[config.mk]
export PLATFORM = sky130hd
export DESIGN_NAME = start_debounce
export DESIGN_NICKNAME = d
export VERILOG_FILES = /design/src/rtl/start_pkg.sv /design/src/rtl/sync_debounce.sv /design/src/rtl/start_debounce.sv
export SDC_FILE = /design/constraint.sdc
export NUM_CORES = 1
export LEC_CHECK = 0
export CAP_MARGIN = 0
export CORE_MARGIN = 2
export CORE_UTILIZATION = 50
export DETAILED_ROUTE_END_ITERATION = 7
export GPL_TIMING_DRIVEN = 1
export HOLD_SLACK_MARGIN = 0.12
export PLACE_DENSITY = 0.71
export RECOVER_POWER = 50
export SYNTH_ARGS = -nofsm -noshare
export SYNTH_HDL_FRONTEND = slang
export SYNTH_SLANG_ARGS = --single-unit
[constraint.sdc]
create_clock -name CLK -period 1.9 [get_ports CLK]
set_input_delay 0.57 -clock CLK [delete_from_list [all_inputs] [get_ports CLK]]
set_output_delay 0.57 -clock CLK [all_outputs]
set_load 0.02 [all_outputs]
[src/rtl/start_pkg.sv]
// ============================================================================
// Module      : start_pkg
// Description : Shared state encoding, widths and helpers for start_debounce.
// Revision    : 1.0
// ============================================================================
`default_nettype none

package start_pkg;

   localparam logic [1:0] S_IDLE  = 2'd0;
   localparam logic [1:0] S_PULSE = 2'd1;
   localparam logic [1:0] S_LOCK  = 2'd2;
   localparam logic [1:0] S_HELD  = 2'd3;

   localparam int PULSE_CNT_W = 8;

   typedef enum logic [1:0] {
      ST_IDLE  = S_IDLE,
      ST_PULSE = S_PULSE,
      ST_LOCK  = S_LOCK,
      ST_HELD  = S_HELD
   } state_e;

   // Width able to hold the value n; never narrower than one bit.
   function automatic int cnt_width(input int n);
      return (n < 1) ? 1 : $clog2(n + 1);
   endfunction

endpackage

`default_nettype wire

[src/rtl/sync_debounce.sv]
// ============================================================================
// Module      : sync_debounce
// Description : Two-flop synchroniser plus stable-sample filter for a button.
// Revision    : 1.0
// ============================================================================
`default_nettype none

module sync_debounce
   import start_pkg::*;
#(
   parameter int DEBOUNCE_CYCLES = 16
) (
   input  logic CLK,
   input  logic RST,
   input  logic BTN_IN,
   output logic BTN_LEVEL
);

   localparam int CNT_W = cnt_width(DEBOUNCE_CYCLES);
   localparam logic [CNT_W-1:0] CNT_LAST = CNT_W'(DEBOUNCE_CYCLES - 1);

   logic             sync1_q;
   logic             sync2_q;
   logic             level_q;
   logic             level_d;
   logic [CNT_W-1:0] cnt_q;
   logic [CNT_W-1:0] cnt_d;

   // The counter tracks consecutive samples that disagree with the level.
   always_comb begin
      level_d = level_q;
      cnt_d   = '0;
      if (sync2_q != level_q) begin
         if (cnt_q == CNT_LAST) begin
            level_d = ~level_q;
         end else begin
            cnt_d = cnt_q + CNT_W'(1);
         end
      end
   end

   always_ff @(posedge CLK) begin
      if (RST) begin
         sync1_q <= 1'b0;
         sync2_q <= 1'b0;
         level_q <= 1'b0;
         cnt_q   <= '0;
      end else begin
         sync1_q <= BTN_IN;
         sync2_q <= sync1_q;
         level_q <= level_d;
         cnt_q   <= cnt_d;
      end
   end

   assign BTN_LEVEL = level_q;

endmodule

`default_nettype wire

[src/rtl/start_debounce.sv]
// ============================================================================
// Module      : start_debounce
// Description : Button conditioner issuing one START strobe per debounced
//               press, with post-pulse lockout. Optional auto-repeat while
//               held is compiled in with START_AUTOREPEAT_EN.
// Revision    : 1.0
// ============================================================================
`default_nettype none

module start_debounce
   import start_pkg::*;
#(
   parameter int DEBOUNCE_CYCLES = 16,
   parameter int LOCKOUT_CYCLES  = 4,
   parameter int REPEAT_CYCLES   = 1000
) (
   input  logic                   CLK,
   input  logic                   RST,
   input  logic                   BTN_IN,
   output logic                   START,
   output logic                   BTN_LEVEL,
   output logic                   BUSY,
   output logic [PULSE_CNT_W-1:0] PULSE_CNT
);

   localparam int LOCK_W = cnt_width(LOCKOUT_CYCLES);
   localparam logic [LOCK_W-1:0] LOCK_LAST =
      LOCK_W'((LOCKOUT_CYCLES > 0) ? LOCKOUT_CYCLES - 1 : 0);

   generate
      if (DEBOUNCE_CYCLES < 1 || LOCKOUT_CYCLES < 0 || REPEAT_CYCLES < 1) begin : g_bad_params
         $error("start_debounce: illegal parameter value");
      end
   endgenerate

   logic                   level;
   state_e                 state_q;
   logic                   start_q;
   logic                   busy_q;
   logic [PULSE_CNT_W-1:0] cnt_q;
   logic [LOCK_W-1:0]      lock_q;

`ifdef START_AUTOREPEAT_EN
   localparam int REP_W = cnt_width(REPEAT_CYCLES);
   localparam logic [REP_W-1:0] REP_LAST = REP_W'(REPEAT_CYCLES);
   logic [REP_W-1:0]       rep_q;
`endif

   sync_debounce #(
      .DEBOUNCE_CYCLES (DEBOUNCE_CYCLES)
   ) u_sync_debounce (
      .CLK       (CLK),
      .RST       (RST),
      .BTN_IN    (BTN_IN),
      .BTN_LEVEL (level)
   );

   // START, BUSY and PULSE_CNT are set on the same edge as the state they mirror.
   always_ff @(posedge CLK) begin
      if (RST) begin
         state_q <= ST_IDLE;
         start_q <= 1'b0;
         busy_q  <= 1'b0;
         cnt_q   <= '0;
         lock_q  <= '0;
`ifdef START_AUTOREPEAT_EN
         rep_q   <= '0;
`endif
      end else begin
         start_q <= 1'b0;
         case (state_q)
            ST_IDLE: begin
               if (level) begin
                  state_q <= ST_PULSE;
                  start_q <= 1'b1;
                  busy_q  <= 1'b1;
                  cnt_q   <= cnt_q + PULSE_CNT_W'(1);
               end
            end
            ST_PULSE: begin
               lock_q <= '0;
`ifdef START_AUTOREPEAT_EN
               rep_q  <= '0;
`endif
               if (LOCKOUT_CYCLES > 0) begin
                  state_q <= ST_LOCK;
               end else begin
                  state_q <= ST_HELD;
               end
            end
            ST_LOCK: begin
               if (lock_q == LOCK_LAST) begin
`ifdef START_AUTOREPEAT_EN
                  rep_q <= '0;
`endif
                  if (level) begin
                     state_q <= ST_HELD;
                  end else begin
                     state_q <= ST_IDLE;
                     busy_q  <= 1'b0;
                  end
               end else begin
                  lock_q <= lock_q + LOCK_W'(1);
               end
            end
            ST_HELD: begin
               if (!level) begin
                  state_q <= ST_IDLE;
                  busy_q  <= 1'b0;
               end
`ifdef START_AUTOREPEAT_EN
               else if (rep_q == REP_LAST) begin
                  state_q <= ST_PULSE;
                  start_q <= 1'b1;
                  cnt_q   <= cnt_q + PULSE_CNT_W'(1);
                  rep_q   <= '0;
               end else begin
                  rep_q <= rep_q + REP_W'(1);
               end
`endif
            end
            default: begin
               state_q <= ST_IDLE;
               busy_q  <= 1'b0;
            end
         endcase
      end
   end

   assign START     = start_q;
   assign BTN_LEVEL = level;
   assign BUSY      = busy_q;
   assign PULSE_CNT = cnt_q;

endmodule

`default_nettype wire

==> results of run 1 <==
[layout make-up]
| class | count | area (um^2) |
|---|---|---|
| Fill cell | 191 | 747 |
| Clock buffer | 4 | 26.3 |
| Tap cell | 27 | 33.8 |
| Inverter | 3 | 11.3 |
| Multi-Input combinational cell | 76 | 499 |
| Timing Repair Buffer | 17 | 144 |
| Sequential cell | 23 | 460 |
[power breakdown]
part	total [mW]	leakage [nW]	switching, mW	internal [mW]
Clock	0.220	0.0150	0.139	0.0817
Combinational	0.0248	0.295	0.0142	0.0106
Sequential	0.490	0.186	0.00271	0.487
Total	0.735	0.496	0.156	0.579
[flip-flops by register name (all words and copies together) (netlist names)]
name	count
BUSY	1
u_sync_debounce.BTN_LEVEL	1
lock_q	3
u_sync_debounce.sync1_q	1
PULSE_CNT	8
START	1
u_sync_debounce.cnt_q	5
state_q	2
u_sync_debounce.sync2_q	1
[synth_stat cells, drive strengths merged, types with 3 or more instances]
library cell,instances
a21oi,9
dfxtp,23
ha,5
inv,3
nand2,4
nand3,4
nor2,13
nor2b,7
o21ai,3
o21bai,3
xnor2,3
[stage by stage]
step | utilization | hold WS (ns) | cell area (um^2) | cells | power [mW]
6_report | 0.611 | 0.459 | 1170 | 150 | 0.735
5_1_grt | 0.611 | 0.484 | 1170 | 150 | 0.773
4_1_cts | 0.616 | 0.461 | 1180 | 150 | 0.743
3_5_place_dp | 0.606 | 0.426 | 1160 | 146 | 0.530
3_3_place_gp | 0.606 | 0.423 | 1160 | 146 | 0.529
2_1_floorplan | - | 0.414 | 993 | 106 | 0.515
[cells by family after synthesis]
group | count (synthesis) | share of synthesized area
DFF | 23 | 0.463
adders and majority gates | 5 | 0.0630
and+or+nand+nor | 43 | 0.239
AOI/OAI and AO/OA | 19 | 0.113
muxes | 4 | 0.0428
xor gates and xnor gates | 5 | 0.0441
buffers and inverters | 7 | 0.0340
[routing by layer]
| metal | up-vias | wire length, um | share of wire |
|---|---|---|---|
| met5 | - | 0 | 0 |
| met4 | 0 | 12 | 0.0072 |
| met3 | 2 | 42 | 0.025 |
| met2 | 9 | 779 | 0.47 |
| met1 | 365 | 827 | 0.50 |
| li1 | 398 | - | - |
[worst paths after layout]
check / start / endpoint / slack, ns / cells past startpoint
worst min register to register: u_sync_debounce.cnt_q[0]$_SDFF_PP0_ / u_sync_debounce.cnt_q[0]$_SDFF_PP0_ / 0.46 / 1
worst max register to register: u_sync_debounce.BTN_LEVEL$_SDFFE_PP0P_ / PULSE_CNT[3]$_SDFFE_PP0P_ / 0.21 / 4
worst max-delay path: PULSE_CNT[7]$_SDFFE_PP0P_ / PULSE_CNT[7] / 0.06 / 1
worst min-delay path: u_sync_debounce.cnt_q[0]$_SDFF_PP0_ / u_sync_debounce.cnt_q[0]$_SDFF_PP0_ / 0.46 / 1
[repair_timing]
item	in CTS	in global routing
gates resized for setup	6	3
endpoints found under the setup margin	6	3
hold buffers	0	0
==> impl_metrics.csv, run 1 <==
group,metric,value,unit
floorplan,dieArea,2360,um^2
routing,ant_nets,0,
sta,fin_ws,0.0629,ns
grt,grt_pass1_wl,3080,um
routing,initialDrtViolationCount,10,
power_and_ir_drop,powerDensity,626,nW/um^2
routing,finalWirelength,1660,um
routing,drtPass1Iterations,2,
logic_synthesis,synth_cells,106,
sta,rsz0062_at_grt,"false",
placement,portBuffers,13,
routing,via_count,774,
clock_tree,clkLatencyLatePin,0.30,ns
placement,hpwl,1250,um
run,max_cap_violations,0,
grt,use_met3,0.0401,
sta,tightest_slew,0.408,ns
layout,area_growth,18.3,%
sta,min_period_over_period,0.967,
clock_tree,cts.reportedPaths.clkPinSlew,0.12,ns
grt,met2_usage,0.285,
power_and_ir_drop,leakage,0.496,nW
logic_synthesis,ys_top_cells_by_area,"dfxtp_1 46%, ha_1 6.3%, nor2_1 4.9%",
clock_tree,cts.sinks,23,
sta,slew_violations,0,
logic_synthesis,syn-num-nets,114,
sta,hold_viol,0,
logic_synthesis,synth.distinct_cells,29,
logic_synthesis,async_flop_share,0,
grt,track_usage,0.167,
worst_setup_path,path_class,"reg2out",
min_path,hp-class,"reg2reg",
placement,pre_cts_slack,0.172,ns
floorplan,ioPinCount,14,
logic_synthesis,synth_ff_type,"dfxtp_1",
status,status,"finished, final reports clean",
sta,skew,0.00683,ns
worst_setup_path,required,1.33,ns
logic_synthesis,yosysTopAreaCell,"dfxtp_1",
grt,grt_pass1_vias,766,
logic_synthesis,syn_avg_cell_area,9.37,um^2
clock_tree,cts_setup_buffers,0,
routing,drc,0,
grt,grt_overflow,0,
placement,place_congestion,0.678,
sta,setup-violations-final,0,
power_and_ir_drop,ir_drop,0.000405,V
clock_tree,cts_root_buffer,"clkbuf_4",
grt,use_met1,0.202,
sta,fmax,544,MHz
worst_setup_path,startpoint_type,"flop",
floorplan,die_w,48.6,um
routing,wl_per_cell,11.1,um
worst_setup_path,crit_fanout,3,
logic_synthesis,synth-edff-count,0,
sta,fin_crit,1.84,ns
worst_setup_path,worst_path_largest_cell_delay,0.60,ns
logic_synthesis,synth.yosys.seq_area_share,0.463,
floorplan,start_util,0.517,
clock_tree,clockBufferDepth,2,
layout,final_cell_mix,"23 x dfxtp_1, 13 x nor2_1, 9 x a21oi_1, 7 x nor2b_1, 6 x dlygate4sd2_1",
layout,final_nets,132,
worst_setup_path,cp.arrival,1.27,ns
worst_setup_path,critPathBufInv,1,
clock_tree,numCtsBuffers,3,
worst_setup_path,path_delay_family,"buffers and inverters",
grt,antenna_found_initial,0,
routing,vias_per_cell,5.16,
logic_synthesis,synth_seq_cells,23,
clock_tree,cts_tree,"done",
logic_synthesis,yosysWarnings,0,
grt,grt_max_degree,13,
worst_setup_path,crit_slowest_cell,"clkdlybuf4s50_1",
layout,final_common_cell,"dfxtp_1",
floorplan,die_h,48.6,um
floorplan,fp.coreArea,1920,um^2
layout,drive_above_1_share,0.0650,
sta,max-slew-margin-rel,0.728,
worst_setup_path,end_kind,"primary output",
logic_synthesis,synth_top_cell_area_share,0.463,
sta,setup_tns,0,ns
grt,top_usage_layer,"met2",
floorplan,rows,16,
worst_setup_path,path_cells,"clkdlybuf4s50_1",
clock_tree,h-tree-depth,1,
logic_synthesis,synth_area,993,um^2
layout,diodes,0,
(Power assumes the default switching activity.)
==> inputs of run 2 (changes only) <==
- CORE_UTILIZATION: 50 -> 52
- PLACE_DENSITY: 0.71 -> 0.74
==> run 2 against run 1 <==
Net effect: register-to-register slack better by 0.03 ns; total power is 0.26% higher; largest power group unchanged; highest routed layer unchanged; sequential power hardly changed; critical path type unchanged.
==> impl_metrics.csv, run 2 (synthesized netlist as in run 1, its figures left out) <==
group,metric,value,unit
worst_setup_path,cp.arrival,1.28,ns
grt,grt_pass1_vias,671,
sta,min_period_over_period,0.976,
layout,fillerInstances,168,
clock_tree,clockBufferDepth,2,
placement,hpwl,1280,um
grt,top_usage_layer,"met2",
grt,use_met1,0.237,
worst_setup_path,r2r_setup_slack,0.24,ns
floorplan,dieArea,2280,um^2
worst_setup_path,critPathBufInv,1,
layout,diodes,0,
clock_tree,numCtsBuffers,3,
layout,finish.utilization,0.667,
worst_setup_path,path_cells,"clkdlybuf4s50_1",
power_and_ir_drop,ir_drop,0.000412,V
sta,fin_ws,0.0452,ns
floorplan,die_w,47.7,um
floorplan,fp.coreArea,1760,um^2
placement,placedCellCount,145,
sta,fmax,539,MHz
grt,track_usage,0.184,
worst_setup_path,crit_fanout,3,
worst_setup_path,end_kind,"primary output",
routing,drc,0,
layout,finalNonFillerCells,149,
routing,finalWirelength,1680,um
power_and_ir_drop,p_seq_frac,0.665,
grt,met2_usage,0.299,
routing,vias_per_cell,5.23,
layout,final_nets,133,
grt,grt_max_degree,13,
grt,antenna_found_initial,0,
worst_setup_path,r2r_start,"u_sync_debounce.BTN_LEVEL$_SDFFE_PP0P_",
sta,hold_viol,0,
layout,final_common_cell,"dfxtp_1",
sta,setup_tns,0,ns
sta,setup-violations-final,0,
clock_tree,cts.sinks,23,
clock_tree,cts_tree,"done",
worst_setup_path,path_class,"reg2out",
sta,fin_hold_ws,0.459,ns
layout,largest_reg_flops,8,
floorplan,start_util,0.563,
worst_setup_path,startpoint_type,"flop",
routing,drtPass1Iterations,3,
clock_tree,cts.reportedPaths.clkPinSlew,0.12,ns
power_and_ir_drop,power.share.clock,0.299,
routing,ant_nets,0,
worst_setup_path,worstSetupStartpoint,"BUSY$_SDFFE_PP0P_",
placement,dpl-instance-area,1170,um^2
worst_setup_path,crit_slowest_cell,"clkdlybuf4s50_1",
sta,slew_violations,0,
worst_setup_path,required,1.33,ns
power_and_ir_drop,power,0.737,mW
power_and_ir_drop,powerDensity,626,nW/um^2
clock_tree,h-tree-depth,1,
power_and_ir_drop,combPwrFrac,0.036,
layout,drive_above_1_share,0.0726,
placement,pre_cts_slack,0.133,ns
sta,fin_crit,1.85,ns
power_and_ir_drop,power.switching,0.156,mW
power_and_ir_drop,intPower,0.581,mW
run,max_cap_violations,0,
grt,grt_overflow,0,
clock_tree,cts_root_buffer,"clkbuf_4",
grt,use_met3,0.0453,
layout,area_growth,18.4,%
power_and_ir_drop,sw_frac_of_total,0.211,
power_and_ir_drop,leakage,0.488,nW
floorplan,ioPinCount,14,
sta,tightest_slew,0.364,ns
sta,skew,0.00224,ns
min_path,hp-class,"reg2reg",
routing,initialDrtViolationCount,4,
routing,wl_per_cell,11.3,um
floorplan,die_h,47.7,um
routing,via_count,780,
layout,final_cell_mix,"23 x dfxtp_1, 13 x nor2_1, 9 x a21oi_1, 7 x nor2b_1, 7 x dlygate4sd2_1",
min_path,worstHoldStart,"u_sync_debounce.cnt_q[0]$_SDFF_PP0_",
sta,rsz0062_at_grt,"false",
placement,portBuffers,13,
worst_setup_path,path_delay_family,"buffers and inverters",
worst_setup_path,worst_path_largest_cell_delay,0.61,ns
placement,place_congestion,0.665,
grt,grt_pass1_wl,2880,um
status,status,"finished, final reports clean",
clock_tree,clkLatencyLatePin,0.30,ns
floorplan,rows,15,
sta,max-slew-margin-rel,0.757,
layout,finish.instance_area,1180,um^2
-- run 2: area by class of cell --
cell class,count,area (um^2),share of cell area
Tap cell,25,31.3,0.0266
Multi-Input combinational cell,76,499,0.424
Inverter,3,11.3,0.00957
Sequential cell,23,460,0.391
Clock buffer,4,26.3,0.0223
Timing Repair Buffer,18,148,0.126
-- run 2: repair_timing --
item,4_1_cts,5_1_grt
setup endpoints to repair,7,2
buffers inserted,0,0
hold buffers,0,0
gates resized for setup,7,2
-- run 2: power groups by stage --
stage / sequential, mW / clock [mW] / combinational, mW
final: 0.490 / 0.220 / 0.0267
after global routing: 0.491 / 0.245 / 0.0300
after CTS: 0.490 / 0.229 / 0.0292
after detailed placement: 0.501 / 0 / 0.0292
after global placement: 0.500 / 0 / 0.0284
after floorplan: 0.503 / 0 / 0.0124
-- run 2: path summary, 6_finish.rpt --
check,to,cells after the start
setup / recovery,BUSY,1
hold / removal,u_sync_debounce.cnt_q[0]$_SDFF_PP0_,1
setup reg to reg,PULSE_CNT[5]$_SDFFE_PP0P_,3
hold reg to reg,u_sync_debounce.cnt_q[0]$_SDFF_PP0_,1
-- run 2: routing by layer --
layer,vias to the layer above,share of wire,wire length [um]
li1,404,-,-
met4,0,0.0059,10
met1,364,0.48,811
met2,10,0.49,818
met3,2,0.026,43
met5,-,0,0
